$ cat src/rtl/led_chain_sequencer.sv
// led_chain_sequencer: walks one lit LED across BOARDS chained boards of
// SEG_W LEDs each. Bits [SEG_W-1:0] drive the local board; each higher
// SEG_W slice feeds the next slave board in chain order.
module led_chain_sequencer #(
  parameter int CLK_DIV = 50_000_000,
  parameter int BOARDS  = 3,
  parameter int SEG_W   = 8,
  localparam int N  = BOARDS * SEG_W,
  localparam int PW = (N > 1) ? $clog2(N) : 1,
  localparam int CW = $clog2(CLK_DIV)
) (
  input  logic          clk,
  input  logic          rst,
  input  logic          start,
  input  logic          stop,
  input  logic          hold,
  input  logic [1:0]    mode,
  output logic [N-1:0]  led_seq,
  output logic [PW-1:0] pos,
  output logic          step,
  output logic          busy,
  output logic          done
);

  typedef enum logic [1:0] {S_IDLE, S_RUN, S_PAUSE, S_DONE} state_t;

  localparam logic [1:0]    M_ONESHOT = 2'd0;
  localparam logic [1:0]    M_BOUNCE  = 2'd2;
  localparam logic [PW-1:0] LAST      = PW'(N - 1);
  localparam logic [CW-1:0] CNT_TOP   = CW'(CLK_DIV - 1);

  state_t        state_q, state_d;
  logic [PW-1:0] pos_q, pos_d;
  logic [CW-1:0] cnt_q, cnt_d;
  logic          dir_q, dir_d;     // 0 = up, 1 = down (BOUNCE only)
  logic [1:0]    mode_q, mode_d;
  logic          step_d, busy_d, done_d, lit_d;
  logic [N-1:0]  hot_d, led_d;

  // One-hot decode of the next position, one comparator per LED.
  for (genvar i = 0; i < N; i++) begin : g_hot
    assign hot_d[i] = (pos_d == PW'(i));
  end

  // Next-state: stop beats start, start beats hold, hold beats the divider.
  always_comb begin
    state_d = state_q;
    pos_d   = pos_q;
    cnt_d   = cnt_q;
    dir_d   = dir_q;
    mode_d  = mode_q;
    step_d  = 1'b0;
    if (stop) begin
      state_d = S_IDLE;
      pos_d   = '0;
      cnt_d   = '0;
      dir_d   = 1'b0;
    end else if (start) begin
      state_d = S_RUN;
      pos_d   = '0;
      cnt_d   = '0;
      dir_d   = 1'b0;
      mode_d  = mode;
    end else if (state_q == S_RUN || state_q == S_PAUSE) begin
      if (hold) begin
        state_d = S_PAUSE;
      end else begin
        // Leaving PAUSE counts this cycle, so a hold freezes exactly the
        // cycles it was high for.
        state_d = S_RUN;
        if (cnt_q == CNT_TOP) begin
          cnt_d  = '0;
          step_d = 1'b1;
          if (mode_q == M_ONESHOT) begin
            if (pos_q == LAST) state_d = S_DONE;
            else               pos_d   = pos_q + PW'(1);
          end else if (mode_q == M_BOUNCE) begin
            if (N == 1) begin
              pos_d = '0;
            end else if (!dir_q) begin
              if (pos_q == LAST) begin
                dir_d = 1'b1;
                pos_d = LAST - PW'(1);
              end else begin
                pos_d = pos_q + PW'(1);
              end
            end else begin
              if (pos_q == '0) begin
                dir_d = 1'b0;
                pos_d = PW'(1);
              end else begin
                pos_d = pos_q - PW'(1);
              end
            end
          end else begin
            // LOOP (mode 1 and 3)
            pos_d = (pos_q == LAST) ? '0 : pos_q + PW'(1);
          end
        end else begin
          cnt_d = cnt_q + CW'(1);
        end
      end
    end
    lit_d  = (state_d == S_RUN) || (state_d == S_PAUSE);
    led_d  = lit_d ? hot_d : '0;
    busy_d = lit_d;
    done_d = (state_d == S_DONE);
  end

  // State and registered outputs.
  always_ff @(posedge clk) begin
    if (rst) begin
      state_q <= S_IDLE;
      pos_q   <= '0;
      cnt_q   <= '0;
      dir_q   <= 1'b0;
      mode_q  <= '0;
      led_seq <= '0;
      step    <= 1'b0;
      busy    <= 1'b0;
      done    <= 1'b0;
    end else begin
      state_q <= state_d;
      pos_q   <= pos_d;
      cnt_q   <= cnt_d;
      dir_q   <= dir_d;
      mode_q  <= mode_d;
      led_seq <= led_d;
      step    <= step_d;
      busy    <= busy_d;
      done    <= done_d;
    end
  end

  assign pos = pos_q;

endmodule

$ cat config.mk
export PLATFORM = sky130hd
export DESIGN_NAME = led_chain_sequencer
export DESIGN_NICKNAME = d
export VERILOG_FILES = /design/src/rtl/led_chain_sequencer.sv
export SDC_FILE = /design/constraint.sdc
export NUM_CORES = 1
export LEC_CHECK = 0
export CAP_MARGIN = 20
export CORE_MARGIN = 5
export CORE_UTILIZATION = 30
export DETAILED_ROUTE_END_ITERATION = 10
export SLEW_MARGIN = 20
export SYNTH_ARGS = -nofsm -noshare
export SYNTH_HDL_FRONTEND = slang
export SYNTH_SLANG_ARGS = --single-unit
$ cat constraint.sdc
create_clock -name clk -period 2.1 [get_ports clk]
set_input_delay 0.315 -clock clk [delete_from_list [all_inputs] [get_ports clk]]
set_output_delay 0.315 -clock clk [all_outputs]
set_load 0.05 [all_outputs]
==> results of run 1 <==
==> worst max-delay path, delay by kind of cell, from the launching register on <==
kind | cells | cell delay [ns]
buffers and inverters | 1 | 0.06
AND/OR/NAND/NOR | 8 | 1.27
adder cells (fa/ha/maj) | 2 | 0.33
flip-flops | 1 | 0.36
AO/OA/AOI/OAI | 2 | 0.28
==> final cells by class <==
class	instances	area (sq um)	share of cell area
flip-flops and latches	63	1280	0.279
clock buffers	9	124	0.0271
repair buffers	122	1050	0.230
inverters	8	30.0	0.00656
multi-input cells	255	1860	0.406
clock inverters	7	71.3	0.0156
well taps	133	166	0.0363
==> metrics by stage <==
step,TNS [ns],total power [uW]
after CTS,-3.42,2420
after global routing,-8.15,2500
after floorplan,-0.733,1280
final,-4.56,2400
after global placement,-7.93,1330
after detailed placement,-8.54,1330
==> registers in the layout, summed over array words and instances, names as in the netlist <==
signal   count
cnt_q       26
led_seq     24
pos          5
mode_q       2
state_q      2
busy         1
dir_q        1
done         1
step         1
==> per-layer routing <==
metal	vias up	global-route usage	routed length (um)
li1	1426	-	-
met1	1320	0.166	3470
met2	54	0.250	4040
met3	17	0.0343	306
met4	0	0.0685	184
met5	-	0	0
==> cell usage in the layout, fill, tap and decap left out, types with 6 or more instances in the layout <==
cell,count
sky130_fd_sc_hd__nand2_1,21
sky130_fd_sc_hd__xnor2_1,10
sky130_fd_sc_hd__dfxtp_1,54
sky130_fd_sc_hd__dfxtp_2,7
sky130_fd_sc_hd__nor2_1,55
sky130_fd_sc_hd__a21oi_1,15
sky130_fd_sc_hd__mux2i_1,8
sky130_fd_sc_hd__nand4_1,9
sky130_fd_sc_hd__clkbuf_8,9
sky130_fd_sc_hd__o21ai_0,6
sky130_fd_sc_hd__nor3_1,6
sky130_fd_sc_hd__buf_6,7
sky130_fd_sc_hd__xor2_1,12
sky130_fd_sc_hd__clkdlybuf4s50_1,36
sky130_fd_sc_hd__nor3_2,6
sky130_fd_sc_hd__nor2b_1,10
sky130_fd_sc_hd__buf_4,76
sky130_fd_sc_hd__nand3_1,10
==> kinds of logic (layout without fill, tap and decap cells) <==
group                    Yosys count  count (layout)
flip-flops                        63              63
buffers and inverters             23             146
multiplexers                      10              10
XOR/XNOR                          23              23
adder cells (fa/ha/maj)            6               6
AO/OA/AOI/OAI                     41              41
AND/OR/NAND/NOR                  175             175
==> power breakdown <==
| group | internal [uW] | switching, uW | total (uW) |
|---|---|---|---|
| Combinational | 64.9 | 65.4 | 130 |
| Sequential | 1200 | 2.80 | 1200 |
| Clock | 550 | 518 | 1070 |
| Total | 1810 | 586 | 2400 |
==> final timing paths <==
check	start	end	slack [ns]	cells after the start
max	cnt_q[0]	led_seq[9]	-0.26	13
max reg2reg	cnt_q[0]	led_seq[9]	-0.26	13
min reg2reg	cnt_q[17]	cnt_q[17]	0.52	2
min	cnt_q[17]	cnt_q[17]	0.52	2
==> what timing repair did <==
item	4_1_cts	5_1_grt
buffers inserted	11	2
resized for setup	34	34
pin swaps	14	18
hold endpoints to repair	0	0
endpoints found under the setup margin	26	54
hold buffers	0	0
==> results.md, run 1 <==
- The compound-cell area share of the yosys netlist was 0.0874.
- The number of nets with antenna violations after detailed routing is 0.
- The area of placed instances is between 4000 and 5000 sq um.
- The most instantiated flip-flop cell in the synthesis netlist is sky130_fd_sc_hd__dfxtp_1.
- The path type of the worst setup path is register to register.
- Dividing the detail-routed wire length by the instance count gives 13.4 um.
- The worst-margin pin slew is between 0.4 and 0.5 ns.
- By area the synthesized netlist is led by sky130_fd_sc_hd__dfxtp_1, sky130_fd_sc_hd__nor2_1, sky130_fd_sc_hd__xor2_1.
- The count of buffers from port buffering is 38.
- The detailed-router iteration count before antenna repair is 4.
- The required time at the worst-slack endpoint is 2.39 ns.
- The die is between 100 and 150 um tall.
- The maximum fanout along the worst path is 4.
- The number of clock sinks seen by CTS is 63.
- Of the post-synthesis cell area, the dominant cell type holds 0.432.
- The number of global-route vias before repair is 2995.
- The H-tree generated during clock tree synthesis spans 3 levels.
- Walking the worst path, the cells encountered are ha_4 -> and3_4 -> and4_4 -> nand3_2 -> o31ai_2 -> o21ai_1 -> nor2_1 -> ha_1 -> nand2b_4 -> inv_2 -> nand2b_1 -> or3_4 -> nor2b_1.
- For this run, the total global-route usage over all layers was measured as 0.144.
- The clock period minus worst slack is roughly 2.4 ns.
- The highest-delay cell along the critical path is sky130_fd_sc_hd__or3_4.
- The via density per instance is approximately 4.7.
- The final count of negative-setup-slack endpoints is 24.
- Global routing finished with a remaining overflow of 0.
- The kind of path behind the tightest hold check is register to register.
- In the post-route analysis, the smallest setup slack over all paths is -0.258 ns.
- The max-capacitance violation count is 0.
- The post-route fraction of the period consumed by the critical path is 1.12.
- The area of the die is 11800 sq um.
- After floorplanning, the core was sized to cover 9640 sq um.
- From synthesis to final layout, the design area changed by 56.7%.
- The via count is roughly 2800.
- Buffers inserted during clock tree synthesis total 9.
- The initial utilization of the core area, before any placement, comes to 0.303.
- The first global-routing pass estimated approximately 13000 um of wire.
- Of the cells placed in the final design, the portion with a size suffix greater than 1 is 0.358.
- The minimum hold slack is between 0.5 and 0.6 ns.
- The relative slew slack is 0.659.
- For this run, design rule violations remaining after detail routing come to 0.
- The run finished, with violations left.
- The cell count after synthesis came out at around 340.
- The initial detailed-routing violation count is between 90 and 100.
- The final hold violation count was 0.
- The max-slew violation count is 0.
- The initialized floorplan defines 36 standard-cell rows.
- The layout has between 800 and 900 filler cells.
- Dividing the synthesized area by the synthesized cell count gives ~8.6 sq um.
- The clock latency on the worst-skew pair is roughly 0.35 ns.
- Data arrives at the worst endpoint at between 2 and 3 ns.
- After routing the design area is ~4600 sq um.
- Entering global routing, the biggest net connects 26 pins.
- The category of the worst setup path capture point is a register.
- For this design the static power due to leakage is about 0.0017 uW.
- In this run the power density over the cells is roughly 520 nW/um^2.
- The highest attainable clock frequency is about 0.42 GHz.
- The async set-or-reset flop fraction in the synthesized netlist is 0.
- Of the total synthesized cell area, the portion taken by XOR and XNOR cells is 0.0715.
- The combinational family with the most area after synthesis is simple AND/OR/NAND/NOR gates.
- The clock input transition at the sequential cells of the worst setup and hold paths is approximately 0.08 ns.
- The final layout contains routed wiring with a total length of 8000 um.
- The most frequent cell after synthesis is sky130_fd_sc_hd__dfxtp_1.
- The delay of the slowest cell on the worst path is ~0.39 ns.
- OpenSTA, run right after detailed placement, puts the worst setup slack at -0.445 ns.
- The biggest area consumer among synthesized cells is sky130_fd_sc_hd__dfxtp_1.
- After synthesis, the netlist uses 53 different library cells.
- The wire-length estimate of the detail-placed layout is ~5700 um.
- IR analysis of the VDD net gives a maximum drop of approximately 0.0003 V.
- The final layout net count is ~470.
- From left edge to right edge, the die measures between 100 and 150 um.
- The instance count after placement with tap cells included is roughly 570.
- CTS placed an instance of sky130_fd_sc_hd__clkbuf_8 at the clock tree root.
- The total of warnings raised by yosys is 0.
- The synthesized design contains 0 enable-type register cells.
- Of the total synthesized cell area, the portion taken by full adders, half adders and majority gates is 0.0248.
- The startpoint kind of the worst setup timing path is a register.
- Setup repair after global routing could not meet its margin everywhere.
- The post-synthesis simple-gate area fraction is 0.318.
- The number of top-level pins is 39.
- The clock tree skew after final layout is 0.00674 ns.
- The final reports fail on negative setup slack.
- The initial antenna violation count was 0.
- The final non-filler cell total is around 600.
- The share of the yosys chip area belonging to registers is 0.432.
- The worst-case clock buffer depth is 2.
- TritonCTS built the clock tree.
- Of the post-synthesis cell area, the part taken by muxes is 0.0351.
- The final design utilization is 0.475.
- The number of antenna diodes in the final layout is 0.
- The commonest cells after synthesis are sky130_fd_sc_hd__dfxtp_1, sky130_fd_sc_hd__nor2_1, sky130_fd_sc_hd__nand2_1, sky130_fd_sc_hd__a21oi_1, sky130_fd_sc_hd__nor3_1.
- Routability-driven placement finished with a final weighted congestion of about 0.87.
- The number of synthesized register bits is 63.
- The mapped netlist covers roughly 2900 sq um.
- The number of nets in the synthesized netlist is 353.
Power figures use the tool's default switching activity.
==> run 2, diff against run 1 <==
--- a/config.mk
+++ b/config.mk
@@ -7,8 +7,9 @@
 export LEC_CHECK = 0
 export CAP_MARGIN = 20
 export CORE_MARGIN = 5
-export CORE_UTILIZATION = 30
+export CORE_UTILIZATION = 43
 export DETAILED_ROUTE_END_ITERATION = 10
+export PLACE_DENSITY = 0.67
 export SLEW_MARGIN = 20
 export SYNTH_ARGS = -nofsm -noshare
 export SYNTH_HDL_FRONTEND = slang
==> run 2 against run 1 <==
  * The run still ends with negative setup slack left
  * Hold slack gained 0.022 ns
  * Via count grew 2.8%
  * Combinational power is essentially flat
  * Clock-buffer cell count is the same
  * Sequential power is essentially flat
  * Cell count shrank 7.9%
  * Clock power grew 10%
  * Critical path type unchanged
==> results.md, run 2 (synthesis results as in run 1) <==
- The die outline height is 92.4 um (-15%).
- The clock latency on the worst-skew pair was 0.35 ns (about the same).
- The area of the die came to 8540 sq um (-28%).
- The count of standard-cell rows came to 30 (-17%).
- The minimum hold slack is 0.546 ns (+0.0222 ns).
- The number of clock sinks seen by CTS is 63 (unchanged).
- The total power density per cell area was 550 nW/um^2 (+5.0%).
- The H-tree depth is 3 (unchanged).
- Walking the worst path, the cells encountered are ha_4 -> and3_4 -> and4_4 -> nand3_2 -> o31ai_2 -> o21ai_1 -> nor2_1 -> ha_1 -> nand2b_1 -> buf_4 -> nor2_4 -> buf_4 -> o311ai_4 -> nor2_1.
- The via density per instance is 5.26 (+12%).
- The clock input transition at the sequential cells of the worst setup and hold paths was 0.08 ns (about the same).
- The last weighted congestion value of the routability-driven placer was 0.906 (+4.5%).
- The setup slack of the critical path after layout is -0.339 ns (-0.0812 ns).
- The proportion of layout cells with a drive suffix above 1 is 0.353 (-0.00457).
- The highest-delay cell along the critical path is sky130_fd_sc_hd__dfxtp_2.
- The via count was 2895 (+2.8%).
- The top cell types in the final layout, fill and taps aside, are sky130_fd_sc_hd__buf_4, sky130_fd_sc_hd__dfxtp_1, sky130_fd_sc_hd__nor2_1.
- The sum of buffers and inverters on the critical path is 2 (+1).
- The path type of the worst setup path is register to register.
- The first-pass GRT wire length is 13200 um (-2.3%).
- The run finished, with violations left.
- The largest voltage drop on the vdd net was 0.000604 V (+100%).
- The final hold violation count is 0 (unchanged).
- The x dimension of the die is 92.4 um (-15%).
- The final count of negative-setup-slack endpoints is 25 (+4.2%).
- The required time at the worst-slack endpoint is 2.32 ns (-0.07 ns).
- The count of buffers from port buffering came to 38 (unchanged).
- The pre-CTS setup slack is -0.445 ns (+0.000503 ns).
- The mean routed wirelength per cell is 14.7 um (+9.7%).
- The HPWL after detailed placement came to 5420 um (-5.0%).
- The path class of the tightest hold or removal check is register to register.
- The initial detailed-routing violation count is 128 (+41%).
- The flop-to-flop setup slack is -0.34 ns (-0.08 ns).
- The total wire length after detailed routing is 8090 um (+1.1%).
- The worst hold path begins at cnt_q[25].
- The cell class contributing the biggest share of worst-path delay is simple AND/OR/NAND/NOR gates.
- The clock tree skew after final layout was 0.0159 ns (+0.00912 ns).
- The leakage power came to 0.00175 uW (+2.1%).
- TritonCTS built the clock tree.
- In this run the clock root is driven by a sky130_fd_sc_hd__clkbuf_8.
- The area of placed instances is 3950 sq um (-1.7%).
- The overall global routing resource usage is 0.192 (+0.0481).
- The detailed-router iteration count before antenna repair is 4 (unchanged).
- cnt_q holds more flip-flops than any other register.
- The maximum fanout along the worst path came to 4 (unchanged).
- The initial antenna violation count is 0 (unchanged).
- The library cell used most frequently in the layout, excluding fill and tap cells, is sky130_fd_sc_hd__buf_4.
- The worst setup path is captured at a register.
- The leftover overflow at the end of global routing is 0 (unchanged).
- The checks that failed: negative setup slack.
- The number of buffers inserted during clock tree synthesis came to 9 (unchanged).
- The highest attainable clock frequency is 0.410 GHz (-3.3%).
- The max-capacitance violation count is 0 (unchanged).
- The number of nets with antenna violations after detailed routing was 0 (unchanged).
- The delay of the slowest cell on the worst path came to 0.35 ns (-0.04 ns).
- The beginning of the worst register-to-register path is cnt_q[0].
- The max-slew violation count came to 0 (unchanged).
- The clock period minus worst slack is 2.44 ns (+0.0812 ns).
- The largest net degree at the start of global routing came to 16 (-38%).
- The floorplan core area is 6720 sq um (-30%).
- The hold buffer count at cts is 0 (unchanged).
- The total DRC errors in the routed layout is 0 (unchanged).
- The flip-flop count of the largest register after layout is 26 (unchanged).
- The relative slew slack is 0.628 (-0.0307).
- Compared with the post-synthesis result, the final layout area differs by 56.4%.
- The worst-margin pin slew is 0.555 ns (+0.0571 ns).
- Setup repair after global routing could not meet its margin everywhere.
- The post-route fraction of the period consumed by the critical path is 1.16 (+0.0387).
- Tracing the worst setup path back leads to its startpoint at cnt_q[0].
- The startpoint kind of the worst setup timing path is a register.
- The final layout net count is 477 (+1.3%).
- The number of top-level pins came to 39 (unchanged).
- The worst-case clock buffer depth is 2 (unchanged).
- The number of global-route vias before repair was 2887 (-3.6%).
- The endpoint arrival time on the critical path was 2.66 ns (about the same).
- The post-route cell area is 4570 sq um (-0.19%).
- The initial cell density of the core is 0.435 (+0.132).
- The diode insertion count for antenna repair is 0 (unchanged).
run 2: cell types whose count changed in the layout (fill, tap and decap cells not counted), sizes merged:
cell      before  now
buf           84   90
clkinv         3    0
inv           10   11
bufinv         1    2
clkinvlp       1    2
run 2: final timing paths:
kind                      end  depth (start not counted)
setup reg to reg  led_seq[20]                         14
hold reg to reg     cnt_q[25]                          2
setup / recovery  led_seq[20]                         14
hold / removal      cnt_q[25]                          2
run 2: worst register-to-register path: cells and delay by family (launching register included):
kind | cells | cell delay [ns]
AO/OA/AOI/OAI | 3 | 0.38
adder cells (fa/ha/maj) | 2 | 0.39
buffers and inverters | 2 | 0.30
flip-flops | 1 | 0.35
AND/OR/NAND/NOR | 7 | 0.89
run 2: area by class of cell:
class | instances | area [sq um]
multi-input cells | 255 | 1830
inverters | 8 | 30.0
clock buffers | 9 | 124
flip-flops and latches | 63 | 1270
clock inverters | 7 | 101
fillers | 488 | 2150
repair buffers | 128 | 1110
well taps | 80 | 100
run 2: metal layers:
metal	part of all wire	vias up	wire [um]	track usage
li1	-	1430	-	-
met1	0.40	1356	3200	0.204
met2	0.53	82	4260	0.358
met3	0.048	27	385	0.0471
met4	0.030	0	241	0.0792
met5	0	-	0	0
run 2: timing repair:
| item | CTS | global route |
|---|---|---|
| setup endpoints to repair | 27 | 33 |
| gates resized for setup | 36 | 25 |
| buffers inserted | 16 | 5 |
| pin swaps | 11 | 15 |
run 2: per-stage QoR:
stage | power, uW | utilization | TNS (ns) | instances
2_1_floorplan | 1280 | - | -0.733 | 341
3_3_place_gp | 1330 | 0.588 | -7.65 | 517
3_5_place_dp | 1330 | 0.588 | -8.51 | 517
4_1_cts | 2530 | 0.664 | -4.72 | 548
5_1_grt | 2610 | 0.680 | -9.25 | 550
6_report | 2510 | 0.680 | -6.53 | 550
run 2: report_power, final:
group / leakage (uW) / internal, uW / switching [uW] / total, uW
registers: 0.000512 / 1200 / 2.84 / 1200
clock network: 0.000107 / 680 / 505 / 1180
logic: 0.00113 / 62.3 / 66.4 / 129
total: 0.00175 / 1940 / 574 / 2510
==> run 3, diff against run 2 <==
--- a/config.mk
+++ b/config.mk
@@ -5,7 +5,7 @@
 export SDC_FILE = /design/constraint.sdc
 export NUM_CORES = 1
 export LEC_CHECK = 0
-export CAP_MARGIN = 20
+export CORE_ASPECT_RATIO = 2
 export CORE_MARGIN = 5
 export CORE_UTILIZATION = 43
 export DETAILED_ROUTE_END_ITERATION = 10
==> run 3 against run 2 <==
  * The flow still finishes with violations (negative setup slack)
  * Clock skew shrank 0.010 ns
  * Critical path depth is the same
  * Sequential power is essentially flat
  * Global-route usage grew 1.4 points
  * Sequential cell count is the same
  * Clock power grew 36%
  * Power grew 17%
  * Routed wire length grew 9.1%
  * Worst setup slack lost 0.0089 ns
  * Register-to-register slack is essentially flat
  * Largest power group is now clock
==> results.md, run 3 (synthesis results as in run 1) <==
- The run finished, with violations left.
- The checks that failed: negative setup slack.
- The final layout net count is 477 (unchanged).
- The largest voltage drop on the vdd net came to 0.000589 V (-2.6%).
- The number of clock sinks seen by CTS is 63 (unchanged).
- The path with the worst hold slack has its endpoint at cnt_q[17].
- The largest net degree at the start of global routing is 26 (+10).
- The number of fillers in the final layout is 533 (+9.2%).
- The via density per instance is 5.20 (-1.2%).
- The endpoint arrival time on the critical path is 2.70 ns (+0.04 ns).
- The area of the die came to 8640 sq um (+1.2%).
- The clock input transition at the sequential cells of the worst setup and hold paths was 0.05 ns (-0.03 ns).
- The number of global-route vias before repair is 2942 (+1.9%).
- The highest-delay cell along the critical path is sky130_fd_sc_hd__dfxtp_2.
- The worst register-to-register path ends at led_seq[22].
- The initial antenna violation count is 0 (unchanged).
- The total wire length after detailed routing is 8820 um (+9.1%).
- STA classifies the critical path startpoint as a register.
- The critical path goes through ha_4 -> and3_4 -> and4_4 -> nand3_2 -> o31ai_1 -> o21ai_1 -> nor2_1 -> ha_1 -> nand2b_1 -> buf_6 -> nor2_4 -> buf_6 -> nand2_8 -> nor3_2.
- The startpoint of the lowest-slack hold path is cnt_q[17].
- The hold buffer count at cts is 0 (unchanged).
- The number of nets with antenna violations after detailed routing is 0 (unchanged).
- In this design, the critical path's most frequently occurring cell is sky130_fd_sc_hd__buf_6.
- The library cell used most frequently in the layout, excluding fill and tap cells, is sky130_fd_sc_hd__buf_4.
- The relative slew slack is 0.596 (-0.0316).
- The diode insertion count for antenna repair was 0 (unchanged).
- The initial cell density of the core is 0.441 (+0.00641).
- The count of standard-cell rows is 42 (+40%).
- The post-route cell area came to 4700 sq um (+2.8%).
- Setup repair after global routing could not meet its margin everywhere.
- The leftover overflow at the end of global routing was 0 (unchanged).
- STA classifies the critical path endpoint as a register.
- The cell class contributing the biggest share of worst-path delay is simple AND/OR/NAND/NOR gates.
- The overall global routing resource usage came to 0.206 (+0.0138).
- The count of buffers from port buffering is 38 (unchanged).
- The clock tree from TritonCTS is built.
- The clock latency on the worst-skew pair is 0.33 ns (-0.02 ns).
- The required time at the worst-slack endpoint is 2.35 ns (+0.03 ns).
- The worst-case clock buffer depth is 2 (unchanged).
- The worst-margin pin slew was 0.602 ns (+0.0472 ns).
- The total DRC errors in the routed layout came to 0 (unchanged).
- The delay of the slowest cell on the worst path is 0.35 ns (about the same).
- The floorplan core area is 6620 sq um (-1.5%).
- The worst setup path is of the register to register kind.
- The maximum fanout along the worst path is 6 (+2).
- The setup slack of the critical path after layout is -0.348 ns (-0.00894 ns).
- The flip-flop count of the largest register after layout is 26 (unchanged).
- The highest attainable clock frequency is 0.409 GHz (-0.37%).
- The cell at the root of the clock tree is sky130_fd_sc_hd__clkbuf_16.
- The final count of negative-setup-slack endpoints was 25 (unchanged).
- The area of placed instances is 3970 sq um (+0.32%).
- The final hold violation count is 0 (unchanged).
- The leakage power is 0.00175 uW (-0.10%).
- The via count is 2901 (+0.21%).
- The clock tree skew after final layout came to 0.00544 ns (-0.0104 ns).
- The total power density per cell area is 625 nW/um^2 (+14%).
- The number of buffers inserted during clock tree synthesis came to 9 (unchanged).
- The max-capacitance violation count is 0 (unchanged).
- The kind of path behind the tightest hold check is register to register.
- The area growth from synthesis to layout is 60.9%.
- The sum of buffers and inverters on the critical path came to 2 (unchanged).
- The first-pass GRT wire length is 13200 um (unchanged).
- The top cell types in the final layout, fill and taps aside, are sky130_fd_sc_hd__buf_4, sky130_fd_sc_hd__dfxtp_1, sky130_fd_sc_hd__nor2_1.
- The last weighted congestion value of the routability-driven placer was 0.893 (-1.4%).
- The HPWL after detailed placement is 6210 um (+15%).
- The mean routed wirelength per cell is 15.8 um (+7.5%).
- The initial detailed-routing violation count is 119 (-7.0%).
- The register with the highest flop count is cnt_q.
- The worst register-to-register path begins at cnt_q[1].
- The number of gates on the worst path with buffers counted was 14 (unchanged).
- The max-slew violation count is 0 (unchanged).
- The number of top-level pins is 39 (unchanged).
- The final design utilization was 0.710 (+0.0297).
- The post-route fraction of the period consumed by the critical path is 1.17 (+0.00426).
- The clock period minus worst slack is 2.45 ns (+0.00894 ns).
- The x dimension of the die is 68.3 um (-26%).
- The proportion of layout cells with a drive suffix above 1 is 0.362 (+0.00851).
- The flop-to-flop setup slack is -0.35 ns (about the same).
- The number of instances on the worst hold path is 2 (unchanged).
- The number of cells traversed by the worst register-to-register path was 14 (unchanged).
- The detailed-router iteration count before antenna repair is 4 (unchanged).
- The die outline height is 127 um (+37%).
- The H-tree depth was 3 (unchanged).
==> run 3: worst min-delay path, cell delays in order, from the launching register on <==
cell and delay [ns]:
sky130_fd_sc_hd__dfxtp_1 0.32, sky130_fd_sc_hd__o21ai_0 0.08, sky130_fd_sc_hd__a21oi_1 0.06
==> run 3: area by class of cell <==
| cell class | instances | area (sq um) | area share |
|---|---|---|---|
| multi-input cells | 255 | 1870 | 0.397 |
| flip-flops and latches | 63 | 1270 | 0.271 |
| repair buffers | 128 | 1090 | 0.232 |
| clock buffers | 13 | 260 | 0.0554 |
| well taps | 88 | 110 | 0.0234 |
| clock inverters | 3 | 65.1 | 0.0138 |
| inverters | 8 | 30.0 | 0.00639 |
==> run 3: per-layer routing <==
metal	vias up	wire, um	GRT usage
met5	-	0	0
met2	69	5260	0.411
met1	1369	2820	0.164
li1	1435	-	-
met4	0	445	0.121
met3	28	299	0.0442
==> run 3: through the flow <==
| stage | TNS (ns) | total power, uW | cells | worst slack, ns | hold slack (ns) |
|---|---|---|---|---|---|
| CTS | -4.45 | 2920 | 544 | -0.271 | 0.507 |
| floorplan | -0.733 | 1280 | 341 | -0.176 | 0.387 |
| finish | -6.68 | 2940 | 558 | -0.348 | 0.509 |
| detailed placement | -11.37 | 1320 | 527 | -0.473 | 0.500 |
| global route | -10.83 | 3010 | 558 | -0.497 | 0.571 |
| global placement | -10.34 | 1320 | 527 | -0.436 | 0.491 |
==> run 3: repair_timing <==
| item | 4_1_cts | 5_1_grt |
|---|---|---|
| resized for setup | 23 | 39 |
| buffers inserted | 1 | 16 |
| endpoints found under the hold margin | 0 | 0 |
| pin swaps | 8 | 26 |
| setup endpoints to repair | 25 | 52 |
==> run 3: worst max-delay path by stage <==
stage               from           to  slack, ns
6_report        cnt_q[1]  led_seq[22]      -0.35
5_1_grt        cnt_q[11]  led_seq[22]      -0.50
4_1_cts         cnt_q[0]   led_seq[9]      -0.27
3_5_place_dp        hold   led_seq[9]      -0.47
3_3_place_gp        hold   led_seq[9]      -0.44
2_1_floorplan     pos[0]   led_seq[9]      -0.18
==> run 3: report_power, final <==
group	total (uW)	switching, uW	internal, uW
clock network	1610	505	1100
logic	128	65.4	62.5
registers	1200	3.00	1200
total	2940	574	2360
